`src/rtl/counters_pkg.sv`:
```
// Shared definitions for the counters library: direction encoding and a
// load-value clamp used by the modulus counters.
package counters_pkg;

  localparam logic CNT_DIR_UP = 1'b1;
  localparam logic CNT_DIR_DN = 1'b0;

  // Limit a value to an upper bound; callers cast to their own width.
  function automatic logic [31:0] clamp_to_max(input logic [31:0] value,
                                               input logic [31:0] max);
    return (value > max) ? max : value;
  endfunction

endpackage

```
`src/rtl/updn_mod_counter.sv`:
```
// Up/down modulus counter with parallel load, terminal-count decode and a
// registered wrap pulse. Define UPDN_CNT_SAT_EN to saturate instead of wrapping.
module updn_mod_counter
  import counters_pkg::*;
#(
  parameter int unsigned       WIDTH   = 8,
  parameter logic [WIDTH-1:0]  MAX_VAL = {WIDTH{1'b1}}
) (
  input  logic             clk,
  input  logic             rst,
  input  logic             en,
  input  logic             up_dn,
  input  logic             load,
  input  logic [WIDTH-1:0] load_val,
  output logic [WIDTH-1:0] cnt,
  output logic             tc,
  output logic             wrap
);

  logic [WIDTH-1:0] cnt_q, cnt_d;
  logic             wrap_q, wrap_d;
  logic             at_limit;

  // Boundary in the current direction; doubles as the terminal-count decode.
  always_comb begin
    at_limit = 1'b0;
    if (up_dn == CNT_DIR_UP) at_limit = (cnt_q == MAX_VAL);
    else                     at_limit = (cnt_q == '0);
  end

  // Compare before stepping so the arithmetic never leaves 0..MAX_VAL.
  always_comb begin
    cnt_d  = cnt_q;
    wrap_d = 1'b0;
    if (load) begin
      cnt_d = WIDTH'(clamp_to_max(32'(load_val), 32'(MAX_VAL)));
    end else if (en) begin
      wrap_d = at_limit;
      if (at_limit) begin
`ifdef UPDN_CNT_SAT_EN
        cnt_d = cnt_q;
`else
        cnt_d = (up_dn == CNT_DIR_UP) ? '0 : MAX_VAL;
`endif
      end else if (up_dn == CNT_DIR_UP) begin
        cnt_d = cnt_q + WIDTH'(1);
      end else begin
        cnt_d = cnt_q - WIDTH'(1);
      end
    end
  end

  always_ff @(posedge clk) begin
    if (rst) begin
      cnt_q  <= '0;
      wrap_q <= 1'b0;
    end else begin
      cnt_q  <= cnt_d;
      wrap_q <= wrap_d;
    end
  end

  assign cnt  = cnt_q;
  assign wrap = wrap_q;
  assign tc   = at_limit;

endmodule

```
`config.mk`:
```
export PLATFORM = sky130hd
export DESIGN_NAME = updn_mod_counter
export DESIGN_NICKNAME = d
export VERILOG_FILES = /design/src/rtl/counters_pkg.sv /design/src/rtl/updn_mod_counter.sv
export SDC_FILE = /design/constraint.sdc
export NUM_CORES = 1
export LEC_CHECK = 0
export BUFFER_PORTS_ARGS = -buffer_cell sky130_fd_sc_hd__buf_2
export CAP_MARGIN = 0
export CORE_UTILIZATION = 45
export DETAILED_ROUTE_END_ITERATION = 8
export PLACE_DENSITY = 0.86
export SLEW_MARGIN = 20
export SYNTH_ARGS = -nofsm -noshare
export SYNTH_HDL_FRONTEND = slang
export SYNTH_SLANG_ARGS = --single-unit
```
`constraint.sdc`:
```
create_clock -name clk -period 1.6 [get_ports clk]
set_input_delay 0.08 -clock clk [delete_from_list [all_inputs] [get_ports clk]]
set_output_delay 0.08 -clock clk [all_outputs]
set_load 0.005 [all_outputs]
```
# After elaboration in Yosys (flattened, before gate mapping)
# Index checks and enable logic that the tools add are counted.
[op_classes]
n_bitwise = 1
n_div = 0
eq_ne = 1
n_addsub = 2
n_reduce_logical = 3
shift = 0
n_mul = 0
n_mux = 6
magnitude_cmp = 0
[op_table]
columns = ["operator", "count"]
rows = [
  ["8-bit 2-to-1 mux", 5],
  ["8-bit by 1-bit adder with 8-bit output (second input constant)", 1],
  ["8-bit equality test (second input constant)", 1],
  ["8-bit logical NOT", 1],
  ["8-bit by 1-bit subtractor with 8-bit output (second input constant)", 1],
  ["3-bit OR reduction", 1],
  ["2-bit nonzero test", 1],
  ["1-bit 2-to-1 mux", 1],
  ["1-bit inverter", 1],
]
[word_totals]
ramBits = 0
latch_bits = 0
out_inout_bits = 10
reg_bits = 9
rom_bits = 0
inputBits = 13
mem_count = 0

# Logic depth before layout (Yosys ltp)
[logic_depth]
ltp_word = 5
depth_mapped = 7
depth_no_buf = 7

# Worst setup path before layout
# Ideal clock, no wire load.
[synth_path]
path_type = "register to register"
start = "register cnt_q[0], in the netlist cnt[0]"
end = "register cnt_q[7], in the netlist cnt[7]"
setup_time_ns = 0.079
setup_slack_ns = -0.114
arrival_ns = 1.635
stages_incl_launch_ff = 7
required_time_ns = 1.521
cell_sequence = "dfxtp_1 > or4_4 > nor4_4 > or2_1 > buf_6 > a31oi_2 > a211oi_2"
[synth_via]
elab_chain_cells = 5
word_cells_on_any_way = 9
classes_between = "add/sub: 2; eq/ne: 1; mux: 5; reduce/logical: 1"
[synth_lines]
columns = ["element", "line", "source"]
rows = [
  ["from (decl)", "updn_mod_counter.sv:20", "logic [WIDTH-1:0] cnt_q, cnt_d;"],
  ["from (signal assigned)", "updn_mod_counter.sv:58", "cnt_q <= cnt_d;"],
  ["8-bit by 1-bit subtractor with 8-bit output (tied with other cells)", "updn_mod_counter.sv:48", "cnt_d = cnt_q - WIDTH'(1);"],
  ["8-bit 2-to-1 mux or 1-bit 2-to-1 mux (tied branches)", "updn_mod_counter.sv:45, updn_mod_counter.sv:27", ""],
  ["8-bit 2-to-1 mux *", "updn_mod_counter.sv:39", "if (at_limit) begin"],
  ["8-bit 2-to-1 mux *", "updn_mod_counter.sv:37", "end else if (en) begin"],
  ["8-bit 2-to-1 mux *", "updn_mod_counter.sv:35", "if (load) begin"],
]
# Mark *: on every way between the ends. The rest lies on a longest branch, timed or not. The select of a mux whose other input is x is not followed.
# A chain may end at the register's enable or synchronous reset.

# Final worst setup path
[layout_path]
start = "register cnt_q[1], in the netlist cnt[1]"
end = "output port tc"
[layout_via]
elab_chain_cells = 2
word_cells_on_any_way = 3
classes_between = "eq/ne: 1; mux: 1; reduce/logical: 1"
[layout_lines]
columns = ["element", "line", "source"]
rows = [
  ["8-bit equality test or 8-bit logical NOT (tied branches)", "updn_mod_counter.sv:27, updn_mod_counter.sv:28", ""],
  ["1-bit 2-to-1 mux *", "updn_mod_counter.sv:27", "if (up_dn == CNT_DIR_UP) at_limit = (cnt_q == MAX_VAL);"],
  ["to (decl)", "updn_mod_counter.sv:16", "output logic tc,"],
]
# Mark *: on every way between the ends. The rest lies on a longest branch, timed or not.

==> qor.txt <==
Worst setup path class: reg2out
Vias per cell: 5.96
Synth Cell Area: 773 um2
Leakage: 0.530 nW
Syn nets: 121
Initial drt markers: 56
Fin util: 0.750
Die W: 43.5 um
Placed cell count: 150
Largest net degree at the start of global routing: 18
Longest Clk Path Bufs: 2
Synthesis-to-layout area growth: 51.3%
CP top delay family: simple AND/OR/NAND/NOR gates
Tightest Pin Transition: 0.430 ns
All-layer global routing usage: 0.293
Top FF cell, synth: dfxtp_1
Leading area contributor after synthesis: dfxtp_1
Pre-antenna DRT Iters: 7
Initial Util: 0.496
Slew headroom: 0.711
CP bufs+invs: 2
Ports: 23
Routed vias: 948
Ys async rst share: 0
Startpoint Class: flip-flop
CTS tree: yes
Worst IR drop on VDD: 0.606 mV
DRC violations left: 4
# port buffers: 22
Dominant cells by area after synthesis: dfxtp_1 (23%), a21oi_1 (10%), ha_1 (9.7%)
Post-synthesis sequential area ratio: 0.233
Core Box Area: 1560 um2
Detailed Place HPWL: 1.51 mm
Clk Latency, worst-skew pair: 0.28 ns
Max incr delay on CP: 0.53 ns
Setup violators final: 9
CP arrival: 1.75 ns
Element type at the critical path end: output pin
Post-route antenna net violation count: 0
Site Rows: 14
Power, Total: 0.900 mW
Synth top cells by count: a21oi_1 (16), nor2_1 (14), dfxtp_1 (9)
Global route overflow: 0
Synth warn: 0
Inserted Diodes: 0
Routability congestion estimate: 0.919
Total negative slack: -1.47 ns
Dpl ws: -0.143 ns
Share of layout cells above drive strength 1: 0.497
Total clock sinks: 9
Slew Viols, Final: 0
Worst hold-check path type: in2reg
Initial antenna violation count: 0
Status: finished, violations left
WL final: 2.58 mm
Most frequent cell after synthesis: a21oi_1
CTS buffer count: 3
RSZ-0062 raised after global routing: yes
Max Clock Skew: 0.0106 ns
Layout Nets: 164
Post-synth top area share: 0.233
Period utilization: 1.14
PwrDens: 769 nW/um2
Final Hold Vio Count: 0
Global-route wire length before repair: 4.01 mm
Critical path's slowest cell: or4_4
H-tree depth: 1
Crit path required time: 1.52 ns
FMAX: 0.548 GHz
Synth Instances: 101
CTS root buf: clkbuf_4
Post-synth EDFFs: 0
Max-Cap Viols: 0
WL/cell: 16.2 um
Failing checks: DRC, setup timing
Vias in the first global route: 904
Die footprint: 1890 um2
Mean area per synthesized cell: 7.66 um2
Yosys cell types: 31
Non-Filler Instances: 159
Fin crit period: 1.83 ns
Setup ws final: -0.226 ns
CP max FO: 3
Crit-path cells: or4_4 -> nor4_4 -> nor2b_2 -> inv_1 -> buf_2
CTS clock-pin slew for the worst setup and hold paths: 0.07 ns
Register bit total from synthesis: 9
Die H: 43.5 um
==> where the power goes <==
| part | switching [mW] | internal [mW] |
|---|---|---|
| combinational | 0.222 | 0.218 |
| clock | 0.0931 | 0.0966 |
| sequential | 0.0225 | 0.247 |
==> path summary, 6_finish.rpt <==
| path | start | endpoint | slack, ns | cells after the start |
|---|---|---|---|---|
| max | cnt[1] | tc | -0.23 | 5 |
| min | load_val[0] | cnt[0] | 0.05 | 3 |
| max reg2reg | cnt[1] | cnt[1] | -0.19 | 5 |
| min reg2reg | cnt[6] | cnt[6] | 0.78 | 3 |
==> placed cells by master (no fill, tap or decap), types with 2 or more instances in the layout <==
cell and n:
buf_2 22, buf_4 21, nor2_1 14, a21oi_1 11, dfxtp_1 6, nand2_1 5
xnor2_1 4, a21oi_2 4, nor3_1 4, o21ai_0 4, ha_1 4, inv_1 3
nor3_2 3, xor2_1 3, clkbuf_4 3, or3_1 2, nand3_1 2, or2_4 2
a211oi_2 2, o21bai_1 2, o21ai_1 2, ha_4 2, dfxtp_2 2
==> what timing repair did <==
action,in CTS,in global routing
endpoints found under the setup margin,9,9
pin swaps,7,12
gates resized for setup,11,11
hold buffers,0,0
cloned,0,0
setup buffers,4,2
==> tightest hold or removal path: cells and delay by family <==
family                 cells  cell delay (ns)
AO/OA/AOI/OAI              1             0.05
AND/OR/NAND/NOR            1             0.07
buffers and inverters      1             0.08
==> cell families after synthesis <==
kind of cell | Yosys count | share of synthesized area
compound gates | 31 | 0.244
xor+xnor | 7 | 0.0793
fa+ha+maj | 7 | 0.123
buf+inv | 8 | 0.0485
flops | 9 | 0.233
mux | 1 | 0.0146
simple gates | 38 | 0.257
==> per-stage QoR <==
step / area [um2] / hold WS [ns]
after floorplan: 777 / 0.223
after global placement: 1000 / 0.312
after detailed placement: 1000 / 0.323
after CTS: 1100 / 0.0502
after global routing: 1170 / 0.0811
final: 1170 / 0.0451
==> flip-flops by register name (all words and copies together), names as in the netlist <==
register and cells:
cnt 8, wrap 1
==> final cells by class <==
class                           count  area, um2
Sequential cell                     9        186
Timing Repair Buffer               43        268
Inverter                            3       11.3
Fill cell                         109        389
Clock buffer                        4       26.3
Tap cell                           16       20.0
Multi-Input combinational cell     84        658
==> per-layer routing <==
layer  wire, um  vias up  global-route usage
met4        101        0               0.106
met2       1270       63               0.536
li1           -      443                   -
met5          0        -                   0
met1       1010      428               0.306
met3        197       14               0.104
(Power assumes the default switching activity.)
